==> src/rtl/video_sprite_loader_if.sv <==
// ---------------------------------------------------------------------------
// video_sprite_loader_if : command, byte-stream and sprite RAM write bundle
// Rev 1.0
// ---------------------------------------------------------------------------
`default_nettype none
`ifndef RGB_SIZE
`define RGB_SIZE 12
`endif

interface video_sprite_loader_if #(
  parameter int SPRITE_IDXW   = 2,
  parameter int SPRITE_RAM_AW = 12,
  parameter int RGB_SIZE      = `RGB_SIZE
);
  logic                     start;
  logic [SPRITE_IDXW-1:0]   start_idx;
  logic                     abort;
  logic                     s_vld;
  logic [7:0]               s_data;
  logic                     s_rdy;
  logic                     busy;
  logic                     done;
  logic                     error;
  logic                     sprite_ram_we;
  logic [SPRITE_RAM_AW-1:0] sprite_ram_addr_w;
  logic [RGB_SIZE-1:0]      sprite_ram_din;

  // Loader side
  modport slave (
    input  start, start_idx, abort, s_vld, s_data,
    output s_rdy, busy, done, error,
    output sprite_ram_we, sprite_ram_addr_w, sprite_ram_din
  );

  // Controller / byte source side
  modport master (
    output start, start_idx, abort, s_vld, s_data,
    input  s_rdy, busy, done, error,
    input  sprite_ram_we, sprite_ram_addr_w, sprite_ram_din
  );
endinterface

`default_nettype wire

==> src/rtl/video_sprite_loader.sv <==
// ---------------------------------------------------------------------------
// video_sprite_loader : fills one sprite RAM image slot from a 2-byte/pixel stream
// Rev 1.0
// ---------------------------------------------------------------------------
`default_nettype none
`ifndef RGB_SIZE
`define RGB_SIZE 12
`endif

module video_sprite_loader #(
  parameter int SPRITE_HSIZE  = 32,
  parameter int SPRITE_VSIZE  = 32,
  parameter int SPRITE_AW     = 10,
  parameter int SPRITE_IDXW   = 2,
  parameter int SPRITE_RAM_AW = SPRITE_AW + SPRITE_IDXW,
  parameter int SPRITE_NUM    = 4
) (
  input  wire logic            clk,
  input  wire logic            rst,
  video_sprite_loader_if.slave bus
);

  localparam int                   RGB_W      = `RGB_SIZE;
  localparam int                   c_NPIX     = SPRITE_HSIZE * SPRITE_VSIZE;
  localparam logic [SPRITE_AW-1:0] c_LAST_PIX = SPRITE_AW'(c_NPIX - 1);

  typedef enum logic [1:0] {
    ST_IDLE = 2'd0,
    ST_LO   = 2'd1,
    ST_HI   = 2'd2
  } state_t;

  state_t                   r_state;
  logic [SPRITE_IDXW-1:0]   r_idx;
  logic [SPRITE_AW-1:0]     r_pix_cnt;
  logic [7:0]               r_lo;
  logic                     r_we;
  logic [SPRITE_RAM_AW-1:0] r_addr;
  logic [RGB_W-1:0]         r_din;
  logic                     r_done;
  logic                     r_error;

  logic                     w_rdy;
  logic                     w_unused_hi;

  assign w_rdy       = (r_state != ST_IDLE);
  // High-byte bits above the colour width are intentionally dropped.
  assign w_unused_hi = ^bus.s_data;

  always_ff @(posedge clk) begin
    if (rst) begin
      r_state   <= ST_IDLE;
      r_idx     <= '0;
      r_pix_cnt <= '0;
      r_lo      <= '0;
      r_we      <= 1'b0;
      r_addr    <= '0;
      r_din     <= '0;
      r_done    <= 1'b0;
      r_error   <= 1'b0;
    end else begin
      r_we    <= 1'b0;
      r_done  <= 1'b0;
      r_error <= 1'b0;
      case (r_state)
        ST_IDLE: begin
          if (bus.start) begin
            if (int'(bus.start_idx) < SPRITE_NUM) begin
              r_idx     <= bus.start_idx;
              r_pix_cnt <= '0;
              r_state   <= ST_LO;
            end else begin
              r_error <= 1'b1;
            end
          end
        end
        ST_LO: begin
          if (bus.abort) begin
            r_state <= ST_IDLE;
          end else if (bus.s_vld) begin
            r_lo    <= bus.s_data;
            r_state <= ST_HI;
          end
        end
        ST_HI: begin
          // Abort beats a same-cycle high byte, so the half pixel is dropped.
          if (bus.abort) begin
            r_state <= ST_IDLE;
          end else if (bus.s_vld) begin
            r_we   <= 1'b1;
            r_addr <= SPRITE_RAM_AW'({r_idx, r_pix_cnt});
            r_din  <= {bus.s_data[RGB_W-9:0], r_lo};
            if (r_pix_cnt == c_LAST_PIX) begin
              r_done  <= 1'b1;
              r_state <= ST_IDLE;
            end else begin
              r_pix_cnt <= r_pix_cnt + 1'b1;
              r_state   <= ST_LO;
            end
          end
        end
        default: r_state <= ST_IDLE;
      endcase
    end
  end

  assign bus.s_rdy             = w_rdy;
  assign bus.busy              = w_rdy;
  assign bus.done              = r_done;
  assign bus.error             = r_error;
  assign bus.sprite_ram_we     = r_we;
  assign bus.sprite_ram_addr_w = r_addr;
  assign bus.sprite_ram_din    = r_din;

endmodule

`default_nettype wire
==> src/flat_wrapper.sv <==
// flat-port wrapper written by rule: the top's interface ports become plain ports
module video_sprite_loader_flat 
#(
  parameter int SPRITE_HSIZE  = 32,
  parameter int SPRITE_VSIZE  = 32,
  parameter int SPRITE_AW     = 10,
  parameter int SPRITE_IDXW   = 2,
  parameter int SPRITE_RAM_AW = SPRITE_AW + SPRITE_IDXW,
  parameter int SPRITE_NUM    = 4
)
  (clk, rst, bus_start, bus_start_idx, bus_abort, bus_s_vld, bus_s_data, bus_s_rdy, bus_busy, bus_done, bus_error, bus_sprite_ram_we, bus_sprite_ram_addr_w, bus_sprite_ram_din);
  video_sprite_loader_if #(.SPRITE_IDXW(SPRITE_IDXW), .SPRITE_RAM_AW(SPRITE_RAM_AW)) bus_i ();
  input  wire logic clk;
  input  wire logic rst;
  input wire logic [$bits(bus_i.start)-1:0] bus_start;
  input wire logic [$bits(bus_i.start_idx)-1:0] bus_start_idx;
  input wire logic [$bits(bus_i.abort)-1:0] bus_abort;
  input wire logic [$bits(bus_i.s_vld)-1:0] bus_s_vld;
  input wire logic [$bits(bus_i.s_data)-1:0] bus_s_data;
  output wire logic [$bits(bus_i.s_rdy)-1:0] bus_s_rdy;
  output wire logic [$bits(bus_i.busy)-1:0] bus_busy;
  output wire logic [$bits(bus_i.done)-1:0] bus_done;
  output wire logic [$bits(bus_i.error)-1:0] bus_error;
  output wire logic [$bits(bus_i.sprite_ram_we)-1:0] bus_sprite_ram_we;
  output wire logic [$bits(bus_i.sprite_ram_addr_w)-1:0] bus_sprite_ram_addr_w;
  output wire logic [$bits(bus_i.sprite_ram_din)-1:0] bus_sprite_ram_din;
  assign bus_i.start = bus_start;
  assign bus_i.start_idx = bus_start_idx;
  assign bus_i.abort = bus_abort;
  assign bus_i.s_vld = bus_s_vld;
  assign bus_i.s_data = bus_s_data;
  assign bus_s_rdy = bus_i.s_rdy;
  assign bus_busy = bus_i.busy;
  assign bus_done = bus_i.done;
  assign bus_error = bus_i.error;
  assign bus_sprite_ram_we = bus_i.sprite_ram_we;
  assign bus_sprite_ram_addr_w = bus_i.sprite_ram_addr_w;
  assign bus_sprite_ram_din = bus_i.sprite_ram_din;
  video_sprite_loader #(.SPRITE_HSIZE(SPRITE_HSIZE), .SPRITE_VSIZE(SPRITE_VSIZE), .SPRITE_AW(SPRITE_AW), .SPRITE_IDXW(SPRITE_IDXW), .SPRITE_RAM_AW(SPRITE_RAM_AW), .SPRITE_NUM(SPRITE_NUM)) u_core (.clk(clk), .rst(rst), .bus(bus_i));
endmodule
==> config.mk <==
export PLATFORM = sky130hd
export DESIGN_NAME = video_sprite_loader_flat
export DESIGN_NICKNAME = d
export VERILOG_FILES = /design/src/rtl/video_sprite_loader_if.sv /design/src/rtl/video_sprite_loader.sv /design/src/flat_wrapper.sv
export SDC_FILE = /design/constraint.sdc
export NUM_CORES = 1
export LEC_CHECK = 0
export ABC_AREA = 1
export ABC_CLOCK_PERIOD_IN_PS = 4140
export BUFFER_PORTS_ARGS = -buffer_cell sky130_fd_sc_hd__buf_2
export CORE_MARGIN = 10
export CORE_UTILIZATION = 57
export CTS_CLUSTER_SIZE = 30
export DETAILED_ROUTE_END_ITERATION = 8
export GPL_TIMING_DRIVEN = 1
export PLACE_DENSITY = 0.87
export SETUP_SLACK_MARGIN = 0.2
export SLEW_MARGIN = 20
export SYNTH_ARGS = -nofsm -noshare
export SYNTH_HDL_FRONTEND = slang
export SYNTH_SLANG_ARGS = --single-unit
==> constraint.sdc <==
create_clock -name clk -period 4.14 [get_ports clk]
set_input_delay 0 -clock clk [delete_from_list [all_inputs] [get_ports clk]]
set_output_delay 0 -clock clk [all_outputs]
set_load 0.005 [all_outputs]
==> impl_metrics.toml <==
[global_route]
grt_overflow_total = 0
antenna_found_initial = 0
grt_pass1_wl_mm = 7.47
grt_pass1_vias = 1662
gr-usage-all-layers = 0.144
grt_max_degree = 39

[placed_design]
routabilityCongestion = 0.903
port_buffers = 42
dp.final_hpwl_mm = 3.18
pre_cts_ws_ps = 2390

[sta]
hold_viol = 0
worst_pin_slew_ps = 845
timing.setup.tns_ps = 0
max_freq_mhz = 564
holdWs_ps = 74.5
timing.final.crit_share = 0.428
rsz0062_at_grt = "no"
finalSetupViolations = 0
min_period_ps = 1770
clock_skew_ps = 14.0
drv_slew = 0
relSlewSlack = 0.436
finalWorstSetupSlack_ps = 2370

[pwr]
switchingPower_mw = 0.187
clkPwrFrac = 0.277
power_density_mw_per_mm2 = 315
p_comb_frac = 0.084
power_mw = 0.746
seqPwrFrac = 0.639
p_leak_nw = 1.03
p_int_mw = 0.560
peakVddDrop_v = 0.000240
switching_share = 0.250

[synthesis]
yosys-top-cells-count = "nor2_1 (68), dfxtp_1 (48), o21ai_0 (36)"
ys.flop_type = "dfxtp_1"
ys_seq_elements = 48
yosysTopAreaCell = "dfxtp_1"
synth_cell_type_count = 26
synth.area.top_cells = "dfxtp_1 (48%), nor2_1 (13%), o21ai_0 (9.1%), nand2_1 (6.3%), a21oi_1 (4.0%)"
ys_seq_area_frac = 0.485
synthCells = 265
syn_nets = 281
synth_edf_count = 0
synth_top_area_share = 0.485
avgSynthCellArea_sq_um = 7.48
async_flop_share = 0
netlist_area_sq_mm = 0.00198
yosys.cell_count.top_type = "nor2_1"
yosysWarnings = 0

[floorplanning]
std_cell_rows = 21
initial_utilization = 0.594
dieArea_sq_mm = 0.00624
die_w_um = 79.0
io_pins = 44
coreArea_sq_mm = 0.00334
dieHeight_um = 79.0

[finish]
diodes = 0
final_util = 0.709
num-fill-cells = 274
syn_to_final_growth_pct = 19.4
design.final.nets = 331
layout-drive-gt1-share = 0.206

[clock_network]
post_cts_resized = 0
hold_buffers = 13
path_clk_slew_ps = 140
cts_buffers = 5
cts_root_buffer = "clkbuf_4"
cts_setup_buffers = 0
cts_buffer_depth = 2
cts_tree = "yes"
cts.sinks = 48
clkLatencyLatePin_ps = 370
cts_max_level = 2

[hold_path]
min_path_cells = 5
hp-class = "in -> reg"
min_from = "bus_start"

[detailed_routing]
drc_errors = 0
ant_nets = 0
vias = 1825
wire_per_inst_um = 12.4
drt_iter0_drc = 143
vias_per_cell = 5.06
routed_wl_mm = 4.49
drt-pass1-iter-count = 4

[critical_path]
r2r-start = "u_core.r_state[0]$_SDFFE_PP0P_"
crit_path_start = "u_core.r_state[0]$_SDFFE_PP0P_"
slowest_delay_ps = 420
worstPathMaxFanout = 34
end_kind = "flip-flop"
cp_slowest_cell = "dfxtp_1"
worstPathCellList = "nor2_4 -> nand2_4 -> clkinv_2 -> nand2_4 -> nand2_4 -> nand2_1 -> nand2_1 -> nor2_1"
rrSetupSlack_ps = 2370
criticalPathCategory = "reg -> reg"
reg2regPathDepth = 8
crit_top_cell = "nand2_4"
required_ps = 4440
startpoint_type = "flip-flop"
crit_arrival_ps = 2080

[status]
status = "finished clean"

[run]
maxCapViolations = 0
## worst paths after layout
check | to
hold reg to reg | u_core.bus.sprite_ram_din[10]$_SDFFE_PP0P_
setup reg to reg | u_core.r_pix_cnt[0]$_SDFFE_PP0P_
hold / removal | u_core.r_idx[1]$_SDFFE_PP0P_
setup / recovery | u_core.r_pix_cnt[0]$_SDFFE_PP0P_
## power groups by stage
stage | combinational, mW | sequential, mW | clock [mW]
finish | 0.0630 | 0.477 | 0.206
global route | 0.0711 | 0.479 | 0.224
CTS | 0.0626 | 0.477 | 0.207
detailed placement | 0.0531 | 0.487 | 0
global placement | 0.0515 | 0.487 | 0
floorplan | 0.0384 | 0.486 | 0
## cells by family after synthesis
logic type | share of synthesized area
and+or+nand+nor | 0.294
AOI/OAI and AO/OA | 0.144
DFF | 0.485
buffers and inverters | 0.0688
adders and majority gates | 0.00631
other | 0.00189
## metal layers
metal | vias up | routed length (um) | GRT usage
met5 | - | 0 | 0
met4 | 0 | 19 | 0.0484
met3 | 2 | 362 | 0.0541
met2 | 49 | 2140 | 0.230
met1 | 826 | 1970 | 0.174
li1 | 948 | - | -
## per-stage QoR
stage	cell area, sq um	std cells
after floorplan	1980	265
after global placement	2190	341
after detailed placement	2190	341
after CTS	2370	361
after global routing	2370	361
final	2370	361
## layout by cell type, fill, tap and decap left out, types with 5 or more instances in the layout
cell type       n
nand3_1        13
o21ai_0        36
buf_2          42
a21oi_1        16
inv_1          15
clkbuf_4        5
nor2_1         68
dfxtp_1        48
dlygate4sd3_1  13
nand2_1        33
## registers in the layout, summed over array words and instances, names as in the netlist
register	count
u_core.bus.done	1
u_core.r_idx	2
u_core.bus.sprite_ram_din	12
u_core.bus.sprite_ram_addr_w	12
u_core.r_lo	8
u_core.bus.sprite_ram_we	1
u_core.r_pix_cnt	10
u_core.r_state	2
## cell type report
type	instances	area, sq um	area share
clock buffer	5	37.5	0.0159
tap	46	57.6	0.0243
multi-input combinational	186	885	0.374
sequential	48	961	0.406
inverter	19	72.6	0.0307
timing repair buffer	55	340	0.144
clock inverter	2	12.5	0.00529
## critical path: cells and delay by family, from the launching register on
kind / cells / cell delay, ps
buffers and inverters: 1 / 400
DFF: 1 / 420
and+or+nand+nor: 7 / 880
No activity file was read; power rests on OpenSTA's default activity.
